--- config.mk ---
export PLATFORM = sky130hd
export DESIGN_NAME = frac_clk_gen
export DESIGN_NICKNAME = d
export VERILOG_FILES = /design/src/rtl/frac_clk_gen.sv
export SDC_FILE = /design/constraint.sdc
export NUM_CORES = 1
export LEC_CHECK = 0
export CAP_MARGIN = 10
export CORE_UTILIZATION = 45
export CTS_CLUSTER_DIAMETER = 40
export CTS_CLUSTER_SIZE = 40
export DETAILED_ROUTE_END_ITERATION = 12
export PLACE_DENSITY_LB_ADDON = 0.3
export SLEW_MARGIN = 20
export SYNTH_ARGS = -nofsm -noshare
export SYNTH_HDL_FRONTEND = slang
export SYNTH_SLANG_ARGS = --single-unit
--- constraint.sdc ---
create_clock -name clk -period 2.85 [get_ports clk]
set_clock_uncertainty 0.2 [all_clocks]
set_input_delay 0.57 -clock clk [delete_from_list [all_inputs] [get_ports clk]]
set_output_delay 0.57 -clock clk [all_outputs]
set_load 0.005 [all_outputs]
--- src/rtl/frac_clk_gen.sv ---
// Multi-channel fractional clock-enable generator: each channel's phase accumulator
// produces a one-cycle ce strobe, a square wave (accumulator MSB) and a sticky lock flag.
module frac_clk_gen #(
  parameter int CH_NUM   = 3,
  parameter int ACC_W    = 32,
  parameter int LOCK_CNT = 10,
  parameter logic [CH_NUM*ACC_W-1:0] INIT_INC = {CH_NUM{{1'b1, {(ACC_W-1){1'b0}}}}},
  localparam int CH_W    = (CH_NUM > 1) ? $clog2(CH_NUM) : 1
) (
  input  logic              clk,
  input  logic              rst_n,
  input  logic              cfg_wr,
  input  logic [CH_W-1:0]   cfg_ch,
  input  logic [ACC_W-1:0]  cfg_inc,
  output logic [CH_NUM-1:0] ce,
  output logic [CH_NUM-1:0] clk_out,
  output logic [CH_NUM-1:0] locked,
  output logic              all_locked
);

  localparam int CNT_W = $clog2(LOCK_CNT + 1);

  for (genvar i = 0; i < CH_NUM; i++) begin : g_ch
    logic [ACC_W-1:0] inc_q;
    logic [ACC_W-1:0] acc_q;
    logic [CNT_W-1:0] cnt_q;
    logic             ce_q;
    logic             clk_q;
    logic             lock_q;
    logic [ACC_W:0]   sum;
    logic             wr_hit;

    // Carry out of the accumulator is the ce strobe; out-of-range cfg_ch matches no channel.
    assign sum    = {1'b0, acc_q} + {1'b0, inc_q};
    assign wr_hit = cfg_wr && (int'(cfg_ch) == i);

    always_ff @(posedge clk or negedge rst_n) begin
      if (!rst_n) begin
        inc_q  <= INIT_INC[i*ACC_W +: ACC_W];
        acc_q  <= '0;
        cnt_q  <= '0;
        ce_q   <= 1'b0;
        clk_q  <= 1'b0;
        lock_q <= 1'b0;
      end else if (wr_hit) begin
        // A write always restarts the channel, even with an unchanged increment.
        inc_q  <= cfg_inc;
        acc_q  <= '0;
        cnt_q  <= '0;
        ce_q   <= 1'b0;
        clk_q  <= 1'b0;
        lock_q <= 1'b0;
      end else begin
        acc_q <= sum[ACC_W-1:0];
        ce_q  <= sum[ACC_W];
        clk_q <= sum[ACC_W-1];
        if (ce_q && !lock_q) begin
          if (cnt_q != CNT_W'(LOCK_CNT)) begin
            cnt_q <= cnt_q + 1'b1;
          end
          if (cnt_q == CNT_W'(LOCK_CNT - 1)) begin
            lock_q <= 1'b1;
          end
        end
      end
    end

    assign ce[i]      = ce_q;
    assign clk_out[i] = clk_q;
    assign locked[i]  = lock_q;
  end

  always_ff @(posedge clk or negedge rst_n) begin
    if (!rst_n) begin
      all_locked <= 1'b0;
    end else begin
      all_locked <= &locked;
    end
  end

endmodule

======== After elaboration in Yosys (flattened, before gate mapping) ========
Index checks and enable logic that the tools add are counted.
operators by class
  add/subtract/negate cells ............... 6
  muxes and demuxes ....................... 27
  reduce and logical (&&, ||, !) cells .... 26
  equality and inequality tests ........... 8
operators with widths
  cell                   count
  $add A32 B32 Y33       3
  $mux W32               3
  $mux W4                9
  $reduce_bool A2 Y1     9
  $mux W1                15
  $add A4 B1 Y4 const B  3
  $eq A4 B4 Y1 const B   3
  $ne A4 B4 Y1 const B   3
  $reduce_and A2 Y1      6
  $logic_and A1 B1 Y1    6
  $eq A2 B2 Y1 const B   2
  $logic_not A1 Y1       3
  $reduce_and A3 Y1      1
  $logic_not A2 Y1       1
storage, ports and cells
  word-level logic and storage cells ...... 86
  output and inout port bits .............. 10
  bits in registers ....................... 214

======== Longest topological paths before layout ========
Gate-level depths: netlist of run 1.
  depth in word-level cells ............... 4
  mapped depth ............................ 10

======== Least setup slack after synthesis of run 1 ========
Ideal clock, no wire load.
  kind .................................... flip-flop to flip-flop
  from .................................... register g_ch[1].inc_q[0]
  to ...................................... register g_ch[1].acc_q[22]
  library setup time ...................... 0.120 ns
  stages on the path, launching flop included .. 11
  clock period less this slack ............ 2.935 ns
  setup slack ............................. -0.085 ns
  arrival time ............................ 2.615 ns
  data required time ...................... 2.530 ns
  buffers on the path ..................... 0
  cells stage by stage .................... dfrtp_1 ha_1 fa_1 a211oi_2 nor2_1 o31ai_2 a211oi_4 nor4_4 nor2_1 a211o_1 and3_1
on the way
  cells in the longest elaborated chain, start to end .. 2
ends and longest elaborated chain
  item                    line  source
  start, declared         24    logic [ACC_W-1:0] inc_q;
  start signal, assigned  39    inc_q <= INIT_INC[i*ACC_W +: ACC_W];
  start signal, assigned  47    inc_q <= cfg_inc;
  $add A32 B32 Y33        34    assign sum = {1'b0, acc_q} + {1'b0, inc_q};
  $mux W32                45    end else if (wr_hit) begin
  end signal, assigned    54    acc_q <= sum[ACC_W-1:0];
  end, declared           25    logic [ACC_W-1:0] acc_q;
Every way passes these cells.
A chain may end at the register's enable or synchronous reset.

======== Worst setup path in the final report of run 1 ========
  from .................................... register g_ch[0].inc_q[0]
  to ...................................... register g_ch[0].acc_q[26]
on the way
  cells in the longest elaborated chain, start to end .. 2
ends and longest elaborated chain
  item                    line
  start, declared         24
  start signal, assigned  39
  start signal, assigned  47
  $add A32 B32 Y33        34
  $mux W32                45
  end signal, assigned    54
  end, declared           25
Every way passes these cells.

==> run summary, run 1 <==
most used cell, CP - o21ai_2
vias in the first global route - 10,500
vias - 10,500
Ant. Diodes - 0
initial antenna violation count - 0
total grt overflow - 0
Slew Limit Headroom - 63.6%
combinational power share - 49.0%
final cell count without fillers - 1,920
port bufs - 46
register cell area after layout - 0.00529 mm^2
Avg Synthesized Cell Area - 8.88 um^2
syn_nets - 1,556
CTS Sinks - 211
leakage - 7.60 nW
Avg WL per Cell - 16.0 um
Setup crit end kind - flop
slowest CP cell - dfrtp_1
final wirelength - 30.8 mm
CP Cell Sequence - ha_2, fa_2, a21o_1, a221oi_4, o21ai_2, o21ai_2, buf_4, a211o_1, a21boi_2, or3_4, a21oi_2
clk_lat worst skew - 0.51 ns
routed length on met1 - 14.4 mm
Met2 Wirelength - 14.4 mm
worst-path maximum fanout - 2
die extent in y - 169 um
worst vdd ir - 644 uV
DIE AREA - 0.0285 mm^2
Crit path arrival time - 3.12 ns
Post-Route Setup TNS - -0.0728 ns
dpl hpwl - 21.2 mm
min Tclk post-route - 2.90 ns
Final Cell Area - 0.0156 mm^2
final count of negative-setup-slack endpoints - 3
Max clock buf depth - 3
total CTS buffers - 37
Switch Pwr - 6.91 mW
Overall Global Routing Usage - 22.1%
area grow syn2layout - 24.8%
status - finished with violations
Max Used Layer - met4
Distinct cells, synth - 87
RSZ-0062 raised after global routing - yes
filler cell count - 2,408
area post-placement - 0.0138 mm^2
violated checks - negative setup slack
clock share of power - 25.2%
Flop pwr share - 25.8%
Final Max Slew Viols - 0
Max Clk Rate - 345 MHz
global placement routability congestion - 0.883
iteration-0 DRC count of the detailed router - 571
Max stage delay on crit path - 0.38 ns
Synth Cell Area - 0.0125 mm^2
HP Class - reg2reg
maxcap violations - 0
number of synthesized flops with an enable pin - 0
Worst Max-Slew Pin Slew - 0.546 ns
Mapped Cells - 1,411
PnR worst setup slack - -0.0464 ns
first-pass GRT wire length - 51.2 mm
Final ANT Viol Nets - 0
synth warn - 0
vias per cell - 5.45
Worst-path clk slew - 0.05 ns
Clock Tree Root - clkbuf_16
Final period util - 102%
DIE WIDTH - 169 um
Pwr Density - 1130 mW/mm^2
final hold vios - 0
r2r setup slk - -0.05 ns
H-tree Lvls - 2
core box area - 0.0272 mm^2
multi-input combinational cell area - 0.00734 mm^2
Initial Util - 46.1%
Switching Share - 39.0%
post-synthesis sequential area ratio - 42.1%
num rows - 60
CP required - 3.08 ns
hold_ws - 0.259 ns
crit path launch type - flop
share of cells above drive strength 1 - 15.8%
placed insts - 1,832
Most used DFF post-synth - dfrtp_1
fraction of registers with async set or reset after synthesis - 100%
fin nets - 1,667
Crit Path Category - reg2reg
DR pass1 iterations - 5
register bit count reported by yosys - 211
DRC errors left - 0
largest net degree at the start of global routing - 67
DR WL met3 - 1.17 mm
Ports - 47
Int Power - 10.8 mW
CTS tree - built
per-stage QoR:
step | setup slack [ns] | util, % | total power, mW
after floorplan | 0.0498 | - | 10.4
after global placement | -0.132 | 50.6 | 12.1
after detailed placement | -0.209 | 50.6 | 12.3
after CTS | -0.00393 | 55.6 | 17.1
after global routing | -0.140 | 57.5 | 19.2
final | -0.0464 | 57.5 | 17.7
layer usage:
metal / GRT usage (%) / vias to the layer above
li1: - / 5132
met1: 29.8 / 5051
met2: 36.7 / 214
met3: 2.88 / 70
met4: 7.71 / 0
met5: 0 / -
layout by cell type (no fill, tap or decap), types with 5 or more instances in the layout:
cell type	n
clkdlybuf4s50_1	45
o21ai_2	7
xnor2_1	37
nand2_1	349
ha_1	92
a211oi_1	11
buf_4	71
inv_1	26
nor2b_1	5
dfrtp_1	207
nor2_1	111
nor3b_1	6
and2_1	14
buf_12	7
o21bai_1	9
nor3_1	36
xor2_1	31
a21oi_1	70
a21oi_2	11
clkbuf_16	37
a21o_1	54
nand3_1	26
nand2b_1	11
o21ai_1	5
inv_6	9
or3_1	5
a31oi_1	8
a211oi_2	5
o21ai_0	46
o21a_1	6
ha_4	9
buf_6	5
mux2i_1	8
a211o_1	5
o211ai_1	6
nand4_1	10
and3_1	18
cell type report:
type	count	share of cell area, %
well taps	372	2.98
multi-input cells	1116	46.9
clock buffers	39	6.03
repair buffers	130	7.70
flip-flops and latches	211	33.8
clock inverters	26	1.97
inverters	26	0.624
power groups by stage:
stage | clock network, mW | logic, mW | registers, mW
2_1_floorplan | 0 | 6.01 | 4.41
3_3_place_gp | 0 | 7.55 | 4.54
3_5_place_dp | 0 | 7.74 | 4.57
4_1_cts | 4.58 | 7.94 | 4.54
5_1_grt | 4.72 | 9.75 | 4.68
6_report | 4.48 | 8.69 | 4.58
Yosys cell counts (all sizes together), types with 17 or more instances:
master / n / area share [%]
a211oi: 19 / 1.3
a21o: 56 / 3.4
a21oi: 84 / 3.4
and2: 17 / 0.86
and3: 20 / 1.0
clkbuf: 41 / 1.2
dfrtp: 208 / 42
ha: 105 / 10
inv: 26 / 0.78
nand2: 349 / 10
nand3: 26 / 1.0
nor2: 113 / 3.4
nor3: 41 / 1.7
o21ai: 60 / 2.4
xnor2: 37 / 2.6
xor2: 31 / 2.2
worst max-delay path: cells and delay by family (launching register included):
kind / cells / cell delay [ns]
adder cells (fa/ha/maj): 2 / 0.54
AND/OR/NAND/NOR: 1 / 0.37
buffers and inverters: 1 / 0.15
flip-flops: 1 / 0.38
AO/OA/AOI/OAI: 7 / 1.19
state kept, by name, indices dropped and copies added, names as in the netlist:
signal / count
g_ch.ce_q: 3
all_locked: 1
g_ch.acc_q: 96
g_ch.lock_q: 3
g_ch.inc_q: 96
g_ch.cnt_q: 12
what timing repair did:
| action | 4_1_cts | 5_1_grt |
|---|---|---|
| setup endpoints to repair | 20 | 38 |
| pin swaps | 17 | 37 |
| resized for setup | 17 | 74 |
| endpoints found under the hold margin | 57 | 0 |
| buffers inserted | 5 | 18 |
| hold buffers | 1 | 0 |
logic make-up (layout without fill, tap and decap cells):
| family | count (synthesis) | after routing | share of synthesized area [%] |
|---|---|---|---|
| AOI/OAI and AO/OA | 301 | 301 | 16.2 |
| xor gates and xnor gates | 68 | 68 | 4.75 |
| and+or+nand+nor | 630 | 630 | 22.2 |
| DFF | 211 | 211 | 42.1 |
| adders and majority gates | 108 | 108 | 11.0 |
| buffers and inverters | 84 | 221 | 3.02 |
| muxes | 9 | 9 | 0.729 |
path summary, 6_finish.rpt:
path	startpoint	endpoint	cells after the start
max	g_ch[0].inc_q[0]	g_ch[0].acc_q[26]	11
min	g_ch[1].inc_q[31]	g_ch[1].inc_q[31]	2
max reg2reg	g_ch[0].inc_q[0]	g_ch[0].acc_q[26]	11
min reg2reg	g_ch[1].inc_q[31]	g_ch[1].inc_q[31]	2
max in group asynchronous	rst_n	g_ch[0].inc_q[31]	3
min in group asynchronous	rst_n	g_ch[0].acc_q[0]	2
Power figures use the tool's default switching activity.
==> run 2: changes to the inputs <==
--- a/config.mk
+++ b/config.mk
@@ -5,11 +5,12 @@
 export SDC_FILE = /design/constraint.sdc
 export NUM_CORES = 1
 export LEC_CHECK = 0
-export CAP_MARGIN = 10
+export ABC_CLOCK_PERIOD_IN_PS = 2850
 export CORE_UTILIZATION = 45
 export CTS_CLUSTER_DIAMETER = 40
 export CTS_CLUSTER_SIZE = 40
 export DETAILED_ROUTE_END_ITERATION = 12
+export HOLD_SLACK_MARGIN = 0.02
 export PLACE_DENSITY_LB_ADDON = 0.3
 export SLEW_MARGIN = 20
 export SYNTH_ARGS = -nofsm -noshare
==> results of run 2 <==
The final DEF is identical to that of run 1; final timing and power are the same.
